`src/rtl/mem_arb_pkg.sv`:
```
// ============================================================================
// Module      : mem_arb_pkg
// Description : Shared types for the IF/MEM unified-memory arbiter.
// Revision    : 1.0  initial release
// ============================================================================
`default_nettype none

package mem_arb_pkg;

    localparam int LAT_W = 3;

    typedef enum logic [1:0] {
        IDLE  = 2'd0,
        ISSUE = 2'd1,
        WAIT  = 2'd2,
        DONE  = 2'd3
    } arb_state_t;

    typedef enum logic {
        INST = 1'b0,
        DATA = 1'b1
    } arb_owner_t;

endpackage

`default_nettype wire

```
`src/rtl/mem_arb_priority.sv`:
```
// ============================================================================
// Module      : mem_arb_priority
// Description : Grant selection between data and instruction ports, with an
//               optional starvation counter (MEM_ARB_STARVE_GUARD_EN).
// Revision    : 1.0  initial release
// ============================================================================
`default_nettype none

module mem_arb_priority
    import mem_arb_pkg::*;
#(
    parameter int STARVE_LIMIT = 4
) (
    input  logic       clk,
    input  logic       pc_reset_n,
    input  logic       i_idle,
    input  logic       i_d_req,
    input  logic       i_if_req,
    output logic       o_grant,
    output arb_owner_t o_owner
);

    logic w_starved;

`ifdef MEM_ARB_STARVE_GUARD_EN
    localparam int c_CNT_W = (STARVE_LIMIT < 1) ? 1 : $clog2(STARVE_LIMIT + 1);

    logic [c_CNT_W-1:0] r_starve_cnt;

    assign w_starved = (r_starve_cnt == c_CNT_W'(STARVE_LIMIT));

    // Counts consecutive data grants that left a pending fetch waiting.
    always_ff @(posedge clk or negedge pc_reset_n) begin
        if (!pc_reset_n) begin
            r_starve_cnt <= '0;
        end else if (i_idle) begin
            if (!i_if_req) begin
                r_starve_cnt <= '0;
            end else if (o_grant && (o_owner == INST)) begin
                r_starve_cnt <= '0;
            end else if (o_grant && (o_owner == DATA)) begin
                r_starve_cnt <= r_starve_cnt + c_CNT_W'(1);
            end
        end
    end
`else
    localparam int c_unused_limit = STARVE_LIMIT;

    logic w_unused_ok;

    assign w_starved   = 1'b0;
    assign w_unused_ok = &{1'b0, clk, pc_reset_n};
`endif

    assign o_grant = i_idle & (i_d_req | i_if_req);

    always_comb begin
        o_owner = DATA;
        if (i_if_req && (w_starved || !i_d_req)) begin
            o_owner = INST;
        end
    end

endmodule

`default_nettype wire

```
`src/rtl/mem_arbiter.sv`:
```
// ============================================================================
// Module      : mem_arbiter
// Description : Single-port unified memory arbiter for IF and MEM stages;
//               MEM_ARB_STARVE_GUARD_EN enables the fetch starvation guard.
// Revision    : 1.0  initial release
// ============================================================================
`default_nettype none

module mem_arbiter
    import mem_arb_pkg::*;
#(
    parameter int AW           = 16,
    parameter int DW           = 16,
    parameter int MEM_LATENCY  = 1,
    parameter int STARVE_LIMIT = 4
) (
    input  logic          clk,
    input  logic          pc_reset_n,
    input  logic          if_req,
    input  logic [AW-1:0] if_addr,
    output logic [DW-1:0] if_rdata,
    output logic          if_valid,
    input  logic          d_req,
    input  logic          d_we,
    input  logic [AW-1:0] d_addr,
    input  logic [DW-1:0] d_wdata,
    output logic [DW-1:0] d_rdata,
    output logic          d_valid,
    output logic          stall_if,
    output logic          stall_mem,
    output logic          mem_en,
    output logic          mem_we,
    output logic [AW-1:0] mem_addr,
    output logic [DW-1:0] mem_wdata,
    input  logic [DW-1:0] mem_rdata
);

    arb_state_t       r_state;
    arb_state_t       w_state_next;
    arb_owner_t       r_owner;
    logic             r_is_write;
    logic [LAT_W-1:0] r_lat_cnt;
    logic [DW-1:0]    r_if_rdata;
    logic [DW-1:0]    r_d_rdata;
    logic             r_mem_en;
    logic             r_mem_we;
    logic [AW-1:0]    r_mem_addr;
    logic [DW-1:0]    r_mem_wdata;

    logic             w_grant;
    arb_owner_t       w_grant_owner;

    mem_arb_priority #(
        .STARVE_LIMIT (STARVE_LIMIT)
    ) u_priority (
        .clk        (clk),
        .pc_reset_n (pc_reset_n),
        .i_idle     (r_state == IDLE),
        .i_d_req    (d_req),
        .i_if_req   (if_req),
        .o_grant    (w_grant),
        .o_owner    (w_grant_owner)
    );

    always_ff @(posedge clk or negedge pc_reset_n) begin
        if (!pc_reset_n) begin
            r_state <= IDLE;
        end else begin
            r_state <= w_state_next;
        end
    end

    always_comb begin
        w_state_next = r_state;
        case (r_state)
            IDLE:    if (w_grant) w_state_next = ISSUE;
            ISSUE:   w_state_next = r_is_write ? DONE : WAIT;
            WAIT:    if (r_lat_cnt == '0) w_state_next = DONE;
            DONE:    w_state_next = IDLE;
            default: w_state_next = IDLE;
        endcase
    end

    // The mem_* registers double as the request latch: loaded once at the
    // grant, so requester inputs are ignored for the rest of the access.
    always_ff @(posedge clk or negedge pc_reset_n) begin
        if (!pc_reset_n) begin
            r_owner     <= INST;
            r_is_write  <= 1'b0;
            r_lat_cnt   <= '0;
            r_if_rdata  <= '0;
            r_d_rdata   <= '0;
            r_mem_en    <= 1'b0;
            r_mem_we    <= 1'b0;
            r_mem_addr  <= '0;
            r_mem_wdata <= '0;
        end else begin
            r_mem_en <= 1'b0;
            r_mem_we <= 1'b0;
            case (r_state)
                IDLE: begin
                    if (w_grant) begin
                        r_owner  <= w_grant_owner;
                        r_mem_en <= 1'b1;
                        if (w_grant_owner == DATA) begin
                            r_is_write  <= d_we;
                            r_mem_we    <= d_we;
                            r_mem_addr  <= d_addr;
                            r_mem_wdata <= d_wdata;
                        end else begin
                            r_is_write  <= 1'b0;
                            r_mem_addr  <= if_addr;
                        end
                    end
                end
                ISSUE: begin
                    if (!r_is_write) begin
                        r_lat_cnt <= LAT_W'(MEM_LATENCY - 1);
                    end
                end
                WAIT: begin
                    if (r_lat_cnt == '0) begin
                        if (r_owner == DATA) begin
                            r_d_rdata <= mem_rdata;
                        end else begin
                            r_if_rdata <= mem_rdata;
                        end
                    end else begin
                        r_lat_cnt <= r_lat_cnt - LAT_W'(1);
                    end
                end
                default: ;
            endcase
        end
    end

    assign if_valid  = (r_state == DONE) && (r_owner == INST);
    assign d_valid   = (r_state == DONE) && (r_owner == DATA);
    assign stall_if  = if_req & ~if_valid;
    assign stall_mem = d_req & ~d_valid;

    assign if_rdata  = r_if_rdata;
    assign d_rdata   = r_d_rdata;
    assign mem_en    = r_mem_en;
    assign mem_we    = r_mem_we;
    assign mem_addr  = r_mem_addr;
    assign mem_wdata = r_mem_wdata;

endmodule

`default_nettype wire
```
`config.mk`:
```
export PLATFORM = sky130hd
export DESIGN_NAME = mem_arbiter
export DESIGN_NICKNAME = d
export VERILOG_FILES = /design/src/rtl/mem_arb_pkg.sv /design/src/rtl/mem_arb_priority.sv /design/src/rtl/mem_arbiter.sv
export SDC_FILE = /design/constraint.sdc
export NUM_CORES = 1
export LEC_CHECK = 0
export ABC_CLOCK_PERIOD_IN_PS = 4270
export CORE_MARGIN = 2
export CORE_UTILIZATION = 45
export CTS_CLUSTER_SIZE = 25
export DETAILED_ROUTE_END_ITERATION = 6
export HOLD_SLACK_MARGIN = 0.08
export PLACE_DENSITY_LB_ADDON = 0.1
export SLEW_MARGIN = 20
export SYNTH_ARGS = -nofsm -noshare
export SYNTH_HDL_FRONTEND = slang
export SYNTH_HIERARCHICAL = 1
export SYNTH_SLANG_ARGS = --single-unit
export TNS_END_PERCENT = 1
```
`constraint.sdc`:
```
create_clock -name clk -period 4.27 [get_ports clk]
set_input_delay 0.854 -clock clk [delete_from_list [all_inputs] [get_ports clk]]
set_output_delay 0.854 -clock clk [all_outputs]
set_load 0.02 [all_outputs]
```
==> flow_metrics.tcl, run 1 <==
set metrics [dict create \
    path_cells "clkdlybuf4s50_1, nor2b_1, clkdlybuf4s50_1" \
    wl_um 6880 \
    cts-resized-gates 0 \
    hold_buffers 0 \
    ir_drop_uv 419 \
    synthCells 232 \
    clkLatencyLatePin_ns 0.34 \
    clkTransAtPathRegs_ns 0.07 \
    min_period_ns 2.98 \
    numClockSinks 73 \
    ioPinCount 139 \
    io_buffers 138 \
    skew_ns 0.00589 \
    fmax_ghz 0.336 \
    overflow 0 \
    die_y_um 87.6 \
    syn_avg_cell_area_um2 13.6 \
    crit_path_max_incr_delay_ns 0.62 \
    drc 0 \
    yosysUniqueCellTypes 36 \
    seq_area_frac_synth_pct 58.1 \
    ant_nets 0 \
    intPower_w 0.00225 \
    grt_pass1_vias 2234 \
    tightest_slew_ns 0.904 \
    die_w_um 87.6 \
    required_ns 3.42 \
    drt-initial-drc-count 70 \
    synth_top_area_cell "dfrtp_1" \
    antenna_found_initial 0 \
    fin_cells 473 \
    vias_per_cell 4.79 \
    fin_util_pct 70.2 \
    power_w 0.00350 \
    synth_top_area_share_pct 58.1 \
    placed_cells 457 \
    comb_power_share_pct 50.6 \
    relSlewSlack_pct 39.7 \
    core-area_um2 6790 \
    grt_setup_unrepaired "false" \
    hold_slack_ns 0.477 \
    cts_tree "yes" \
    arrival_ns 2.12 \
    grt_pass1_wl_um 10700 \
    cap_violations 0 \
    dp_hpwl_um 5100 \
    gp_congestion 0.729 \
    fin_crit_sh_pct 69.7 \
    clockRootBuffer "clkbuf_8" \
    cts_buffer_depth 2 \
    numCtsBuffers 9 \
    route.detailed.wl_per_inst_um 14.6 \
    slew_violations 0 \
    clkPwrFrac_pct 15.3 \
    antenna_cells 0 \
    power_density_nw_per_um2 734 \
    syn-cell-area_um2 3150 \
    crit_fanout 3 \
    cts_setup_buffers 0 \
    p_switching_w 0.00125 \
    hold_viol 0 \
    crit_path_start_kind "primary input" \
    grt_max_degree 74 \
    netSwitchingFraction_pct 35.7 \
    pwr-share-seq_pct 34.1 \
    setup_violations 0 \
    cellLeakagePower_nw 2.12 \
    firstDrtPassIters 5 \
    grt_usage_pct 18.5 \
    dieArea_um2 7670 \
    htree_levels 3 \
    crit_family "buffers and inverters" \
    ys_ff_latch 73 \
    drive_above_1_share_pct 19.1 \
    status "complete, no violations" \
    endpoint_kind "output pin" \
    fin_tns_setup_ns 0 \
    crit_path_frequent_cell "clkdlybuf4s50_1" \
    crit_buf_inv 2 \
    synth_area_leaders "dfrtp_1 (58%), mux2_2 (14%), mux2i_1 (5.1%)" \
    fin_nets 448 \
    critPathKind "in2out" \
    start_util_pct 46.3 \
    rows 30 \
    ys_warn_count 6 \
    hp-class "reg2reg" \
    synthesis.nets 308 \
    area_growth_pct 51.7 \
    crit_slowest_cell "clkdlybuf4s50_1" \
    vias 2264 \
    regToRegSetupSlack_ns 2.03 \
]
==> cells by family after synthesis <==
group	share of synthesized area, %
flops	58.1
mux	23.8
simple gates	6.92
compound gates	5.13
buf+inv	3.26
fa+ha+maj	2.78
==> area by class of cell <==
type,instances,area [um^2]
inverter,7,26.3
clock buffer,11,141
tap,96,120
timing repair buffer,139,1390
clock inverter,5,55.1
multi-input combinational,142,1220
fill,528,2020
sequential,73,1830
==> routing by layer <==
metal	share of wire [%]	up-vias	global-route usage, %
met5	0	-	0
met4	2.5	0	8.67
met3	8.1	11	6.31
met2	45	101	27.2
met1	44	1066	24.7
li1	-	1086	-
==> state kept, by name, indices dropped and copies added, names as in the netlist <==
name / count
mem_we: 1
r_lat_cnt: 3
mem_wdata: 16
r_state: 2
d_rdata: 16
mem_en: 1
mem_addr: 16
r_owner: 1
if_rdata: 16
r_is_write: 1
==> worst register-to-register path, delay by kind of cell, from the launching register on <==
family | cells | cell delay [ns]
muxes | 1 | 0.39
buffers and inverters | 2 | 0.22
AOI/OAI and AO/OA | 1 | 0.14
and+or+nand+nor | 2 | 0.73
adders and majority gates | 1 | 0.25
DFF | 1 | 0.40
==> synthesized netlist by cell type, drive strengths merged <==
cell type  instances
a211oi             1
a21o               1
a21oi              1
a2bb2oi            1
and2               2
and3               2
buf                7
clkbuf             3
dfrtp             73
ha                 7
inv                7
mux2              49
mux2i             16
nand2             22
nand2b             1
nand3              2
nand3b             1
nor2               2
nor2b              5
nor3               3
o211ai             1
o21a               1
o21ai             20
o311ai             1
o32ai              1
or2b               1
or4                1
==> placed cells by master, fill, tap and decap left out, types with 3 or more instances in the layout <==
cell,n
nand2_1,20
clkdlybuf4s50_1,137
clkbuf_8,10
mux2_4,10
inv_1,6
nor3_1,3
nor2b_1,4
mux2i_1,16
ha_1,7
dfrtp_1,73
o21ai_0,20
mux2_2,39
==> through the flow <==
stage	area, um^2	worst slack (ns)
after floorplan	3150	2.23
final	4770	1.29
after global placement	4580	1.32
after detailed placement	4580	1.31
after CTS	4770	1.29
after global routing	4770	1.22
==> worst paths after layout <==
kind | cells past startpoint | from | to
hold / removal | 2 | mem_addr[15]$_DFFE_PN0P_ | mem_addr[15]$_DFFE_PN0P_
max in group asynchronous | 1 | pc_reset_n | d_rdata[9]$_DFFE_PN0P_
setup / recovery | 3 | d_req | stall_mem
hold reg to reg | 2 | mem_addr[15]$_DFFE_PN0P_ | mem_addr[15]$_DFFE_PN0P_
setup reg to reg | 7 | r_state[0]$_DFFE_PN0P_ | mem_wdata[6]$_DFFE_PN0P_
min in group asynchronous | 1 | pc_reset_n | d_rdata[5]$_DFFE_PN0P_
==> power by group through the flow <==
stage | clock (W) | sequential (W) | combinational (W)
finish | 0.000536 | 0.00120 | 0.00177
global route | 0.000572 | 0.00124 | 0.00190
CTS | 0.000550 | 0.00120 | 0.00179
detailed placement | 0 | 0.00121 | 0.00179
global placement | 0 | 0.00120 | 0.00176
floorplan | 0 | 0.00157 | 0.000607
Power figures use the tool's default switching activity.
==> run 2, diff against run 1 <==
--- a/config.mk
+++ b/config.mk
@@ -5,9 +5,9 @@
 export SDC_FILE = /design/constraint.sdc
 export NUM_CORES = 1
 export LEC_CHECK = 0
-export ABC_CLOCK_PERIOD_IN_PS = 4270
+export ABC_CLOCK_PERIOD_IN_PS = 3000
 export CORE_MARGIN = 2
-export CORE_UTILIZATION = 45
+export CORE_UTILIZATION = 42
 export CTS_CLUSTER_SIZE = 25
 export DETAILED_ROUTE_END_ITERATION = 6
 export HOLD_SLACK_MARGIN = 0.08
==> constraint.sdc (replaced) <==
create_clock -name clk -period 3 [get_ports clk]
set_input_delay 0.6 -clock clk [delete_from_list [all_inputs] [get_ports clk]]
set_output_delay 0.6 -clock clk [all_outputs]
set_load 0.02 [all_outputs]
==> run 2 against run 1 <==
Design area is 0.18% higher. Count of clock-buffer cells in the layout is 2 lower. Total power is 42% higher. Largest cell class unchanged. Critical path type unchanged.
==> flow_metrics.tcl, run 2 (synthesis gave the netlist of run 1 again) <==
set metrics [dict create \
    status "complete, no violations" \
    antenna_found_initial 0 \
    placed_cell_area_um2 4590 \
    vias_per_cell 4.79 \
    skew_ns 0.0111 \
    final_common_cell "clkdlybuf4s50_1" \
    cts_setup_buffers 0 \
    cts-resized-gates 0 \
    fin_nets 449 \
    io_buffers 138 \
    die_y_um 90.5 \
    slew_violations 0 \
    fin_tns_setup_ns 0 \
    dieArea_um2 8200 \
    hold_slack_ns 0.380 \
    ant_nets 0 \
    hold_viol 0 \
    drt-initial-drc-count 67 \
    route.detailed.wl_per_inst_um 14.3 \
    relSlewSlack_pct 39.8 \
    fin_crit_sh_pct 83.0 \
    hold_buffers 0 \
    grt_usage_pct 17.0 \
    crit_slowest_cell "clkdlybuf4s50_1" \
    ioPinCount 139 \
    clkTransAtPathRegs_ns 0.08 \
    power_density_nw_per_um2 1040 \
    die_w_um 90.5 \
    antenna_cells 0 \
    n_fill_cell 576 \
    clkLatencyLatePin_ns 0.33 \
    firstDrtPassIters 4 \
    cts_buffer_depth 2 \
    drive_above_1_share_pct 19.6 \
    cellLeakagePower_nw 2.13 \
    hp-class "in2async" \
    critPathKind "in2out" \
    crit_path_max_incr_delay_ns 0.62 \
    start_util_pct 43.4 \
    grt_pass1_vias 2270 \
    rows 31 \
    grt_max_degree 74 \
    ir_drop_uv 442 \
    drc 0 \
    crit_path_frequent_cell "clkdlybuf4s50_1" \
    grt_pass1_wl_um 11100 \
    grt_setup_unrepaired "false" \
    area_growth_pct 52.0 \
    cts_tree "yes" \
    fin_util_pct 65.9 \
    path_cells "clkdlybuf4s50_1, nor2b_1, clkdlybuf4s50_1" \
    tightest_slew_ns 0.903 \
    numClockSinks 73 \
    wl_um 6840 \
    crit_fanout 3 \
    dp_hpwl_um 5040 \
    vias 2286 \
    arrival_ns 1.89 \
    setup_violations 0 \
    required_ns 2.40 \
    overflow 0 \
    clockRootBuffer "clkbuf_8" \
    cap_violations 0 \
    fmax_ghz 0.401 \
    core-area_um2 7250 \
    fin_area_um2 4780 \
    numCtsBuffers 9 \
    endpoint_kind "output pin" \
    htree_levels 3 \
    mostFrequentLayoutCells "clkdlybuf4s50_1 (137), dfrtp_1 (73), mux2_2 (39)" \
    crit_path_start_kind "primary input" \
    min_period_ns 2.49 \
    gp_congestion 0.706 \
]
[run 2: cell count changes in the layout (fill, tap and decap cells not counted), sizes merged]
cell and delta:
clkinv +2, inv +1, clkbuf -2, clkinvlp -1, buf +1
[run 2: path summary, 6_finish.rpt]
check | slack (ns) | to | depth (start not counted) | start
max in group asynchronous | 2.01 | mem_wdata[7]$_DFFE_PN0P_ | 1 | pc_reset_n
worst max register to register | 1.00 | d_rdata[14]$_DFFE_PN0P_ | 4 | r_state[0]$_DFFE_PN0P_
worst max-delay path | 0.51 | stall_if | 3 | if_req
worst min-delay path | 0.38 | d_rdata[3]$_DFFE_PN0P_ | 1 | pc_reset_n
worst min register to register | 0.48 | mem_addr[6]$_DFFE_PN0P_ | 2 | mem_addr[6]$_DFFE_PN0P_
min in group clk | 0.48 | mem_addr[6]$_DFFE_PN0P_ | 2 | mem_addr[6]$_DFFE_PN0P_
[run 2: power breakdown]
group          switching [W]  leakage (nW)  internal (W)
Clock               0.000370        0.0994      0.000384
Sequential          0.000244         0.887       0.00145
Combinational        0.00117          1.14       0.00135
Total                0.00178          2.13       0.00319
[run 2: cell type report]
type / instances / area, um^2 / share of cell area (%)
flip-flops and latches: 73 / 1830 / 38.2
repair buffers: 140 / 1390 / 29.2
multi-input cells: 142 / 1220 / 25.4
clock buffers: 9 / 124 / 2.59
well taps: 99 / 124 / 2.59
clock inverters: 7 / 70.1 / 1.47
inverters: 7 / 26.3 / 0.550
[run 2: metal layers]
metal,track usage [%],vias up,routed length (um)
li1,-,1091,-
met1,21.2,1093,2880
met2,27.9,94,3300
met3,5.43,8,570
met4,6.15,0,89
met5,0,-,0
[run 2: stage by stage]
step / setup WS (ns) / total power [W] / cells
after floorplan: 1.21 / 0.00310 / 232
after global placement: 0.563 / 0.00421 / 461
after detailed placement: 0.525 / 0.00426 / 461
after CTS: 0.507 / 0.00503 / 477
after global routing: 0.441 / 0.00524 / 477
final: 0.509 / 0.00497 / 477
[run 2: critical path, delay by kind of cell]
family / cells / cell delay, ns
buffers and inverters: 2 / 1.13
AND/OR/NAND/NOR: 1 / 0.16
==> run 3, diff against run 2 <==
--- a/config.mk
+++ b/config.mk
@@ -5,7 +5,7 @@
 export SDC_FILE = /design/constraint.sdc
 export NUM_CORES = 1
 export LEC_CHECK = 0
-export ABC_CLOCK_PERIOD_IN_PS = 3000
+export ABC_CLOCK_PERIOD_IN_PS = 2400
 export CORE_MARGIN = 2
 export CORE_UTILIZATION = 42
 export CTS_CLUSTER_SIZE = 25
==> constraint.sdc (replaced) <==
create_clock -name clk -period 2.4 [get_ports clk]
set_input_delay 0.48 -clock clk [delete_from_list [all_inputs] [get_ports clk]]
set_output_delay 0.48 -clock clk [all_outputs]
set_load 0.02 [all_outputs]
==> run 3 against run 2 <==
Worst setup slack got worse by 0.32 ns. Sequential power rose by 25%. Utilization rose by 1.1 points. Critical path depth did not move. Total power rose by 30%. Design area rose by 1.7%. Die area did not move. Flip-flop and latch count did not move. Cell count rose by 0.21%. Hold slack got worse by 0.23 ns. Clock power rose by 54%. First-iteration DRC count fell by 36%.
==> flow_metrics.tcl, run 3 (synthesis gave the netlist of run 1 again) <==
set metrics [dict create \
    fin_tns_setup_ns 0 \
    die_w_um 90.5 \
    grt_max_degree 45 \
    crit_buf_inv 1 \
    mostFrequentLayoutCells "clkdlybuf4s50_1 (135), dfrtp_1 (73), mux2_2 (39)" \
    power_density_nw_per_um2 1320 \
    grt_setup_unrepaired "false" \
    crit_slowest_cell "clkdlybuf4s50_1" \
    numCtsBuffers 9 \
    grt_usage_pct 17.5 \
    vias 2268 \
    grt_use_met2_pct 28.5 \
    hp-class "in2async" \
    grt_pass1_wl_um 11100 \
    firstDrtPassIters 4 \
    slew_violations 0 \
    clockRootBuffer "clkbuf_8" \
    power_w 0.00644 \
    ioPinCount 139 \
    min_period_ns 2.21 \
    path_cells "ha_1, nor2b_1, clkdlybuf4s50_1" \
    antenna_found_initial 0 \
    status "complete, no violations" \
    crit_start "r_state[1]$_DFFE_PN0P_" \
    route.detailed.wl_per_inst_um 14.6 \
    hold_buffers 0 \
    die_y_um 90.5 \
    intPower_w 0.00423 \
    fin_crit_sh_pct 92.2 \
    relSlewSlack_pct 60.0 \
    crit_path_start_kind "flop" \
    io_buffers 138 \
    rows 31 \
    fmax_ghz 0.452 \
    gp_congestion 0.708 \
    crit_family "buffers and inverters" \
    numClockSinks 73 \
    p_switching_w 0.00221 \
    critPathKind "reg2out" \
    pwr-share-seq_pct 33.0 \
    hold_viol 0 \
    fin_nets 451 \
    clkTransAtPathRegs_ns 0.08 \
    ir_drop_uv 530 \
    overflow 0 \
    crit_path_max_incr_delay_ns 0.62 \
    busiest_layer "met2" \
    area_growth_pct 54.5 \
    crit_fanout 5 \
    wl_um 6970 \
    clkLatencyLatePin_ns 0.34 \
    gr-usage-met1_pct 21.3 \
    required_ns 1.92 \
    placed_cells 463 \
    reg2reg_from "r_state[0]$_DFFE_PN0P_" \
    vias_per_cell 4.74 \
    cellLeakagePower_nw 2.18 \
    drt-initial-drc-count 43 \
    htree_levels 3 \
    tightest_slew_ns 0.600 \
    netSwitchingFraction_pct 34.4 \
    ant_nets 0 \
    fin_cells 478 \
    n_fill_cell 569 \
    core-area_um2 7250 \
    skew_ns 0.00706 \
    dp_hpwl_um 5250 \
    cts_buffer_depth 2 \
    cap_violations 0 \
    drive_above_1_share_pct 19.8 \
    setup_violations 0 \
    met3_usage_pct 5.51 \
    endpoint_kind "output pin" \
    comb_power_share_pct 49.1 \
    cts_tree "yes" \
    clkPwrFrac_pct 18.0 \
    antenna_cells 0 \
    drc 0 \
    start_util_pct 43.4 \
    dieArea_um2 8200 \
    grt_pass1_vias 2270 \
    final_common_cell "clkdlybuf4s50_1" \
    arrival_ns 1.73 \
]
==> run 3: cell types whose count changed in the layout (fill, tap and decap cells not counted), sizes merged <==
cell | previous run | this run
clkdlybuf4s50 | 137 | 135
clkinv | 4 | 2
bufinv | 1 | 3
clkbuf | 9 | 10
inv | 8 | 7
dlymetal6s2s | 0 | 2
clkinvlp | 1 | 0
buf | 3 | 5
==> run 3: metrics by stage <==
| stage | area [um^2] | util [%] | setup slack [ns] | hold slack (ns) |
|---|---|---|---|---|
| floorplan | 3150 | - | 0.613 | 0.184 |
| global placement | 4610 | 63.6 | 0.200 | 0.461 |
| detailed placement | 4610 | 63.6 | 0.192 | 0.471 |
| CTS | 4860 | 66.9 | 0.0273 | 0.151 |
| global route | 4860 | 67.0 | 0.0824 | 0.181 |
| finish | 4860 | 67.0 | 0.187 | 0.149 |
==> run 3: layer usage <==
layer  share of wire (%)  up-vias
met5                   0        -
met4                 1.6        0
met3                 7.8        8
met2                  49       86
met1                  42     1081
li1                    -     1093
==> run 3: path summary, 6_finish.rpt <==
path / to / slack, ns / depth (start not counted)
min in group clk: mem_addr[14]$_DFFE_PN0P_ / 0.48 / 2
hold / removal: d_rdata[0]$_DFFE_PN0P_ / 0.15 / 1
setup reg to reg: if_rdata[4]$_DFFE_PN0P_ / 0.45 / 4
max in group asynchronous: mem_wdata[12]$_DFFE_PN0P_ / 1.68 / 2
hold reg to reg: mem_addr[14]$_DFFE_PN0P_ / 0.48 / 2
setup / recovery: if_valid / 0.19 / 3
==> run 3: what timing repair did <==
action | in CTS | in global routing
endpoints found under the setup margin | 0 | 2
resized for setup | 0 | 2
buffers inserted | 0 | 0
==> run 3: power groups by stage <==
stage	Clock, W	Sequential [W]	Combinational (W)
final	0.00116	0.00212	0.00316
after global routing	0.00124	0.00219	0.00338
after CTS	0.00119	0.00213	0.00321
after detailed placement	0	0.00215	0.00320
after global placement	0	0.00212	0.00316
after floorplan	0	0.00280	0.00108
==> run 3: layout make-up <==
cell class                      instances  area (um^2)  share of cell area [%]
Timing Repair Buffer                  142         1430                    29.3
Clock buffer                           10          138                    2.83
Multi-Input combinational cell        142         1220                    25.0
Inverter                                7         26.3                   0.541
Clock inverter                          5          104                    2.14
Sequential cell                        73         1830                    37.6
Tap cell                               99          124                    2.55
==> run 3: worst reg2reg max path: stages, from the launching register on <==
cell and delay [ns]:
dfrtp_1 0.41, inv_1 0.14, ha_1 0.42, and3_4 0.46, mux2_2 0.39
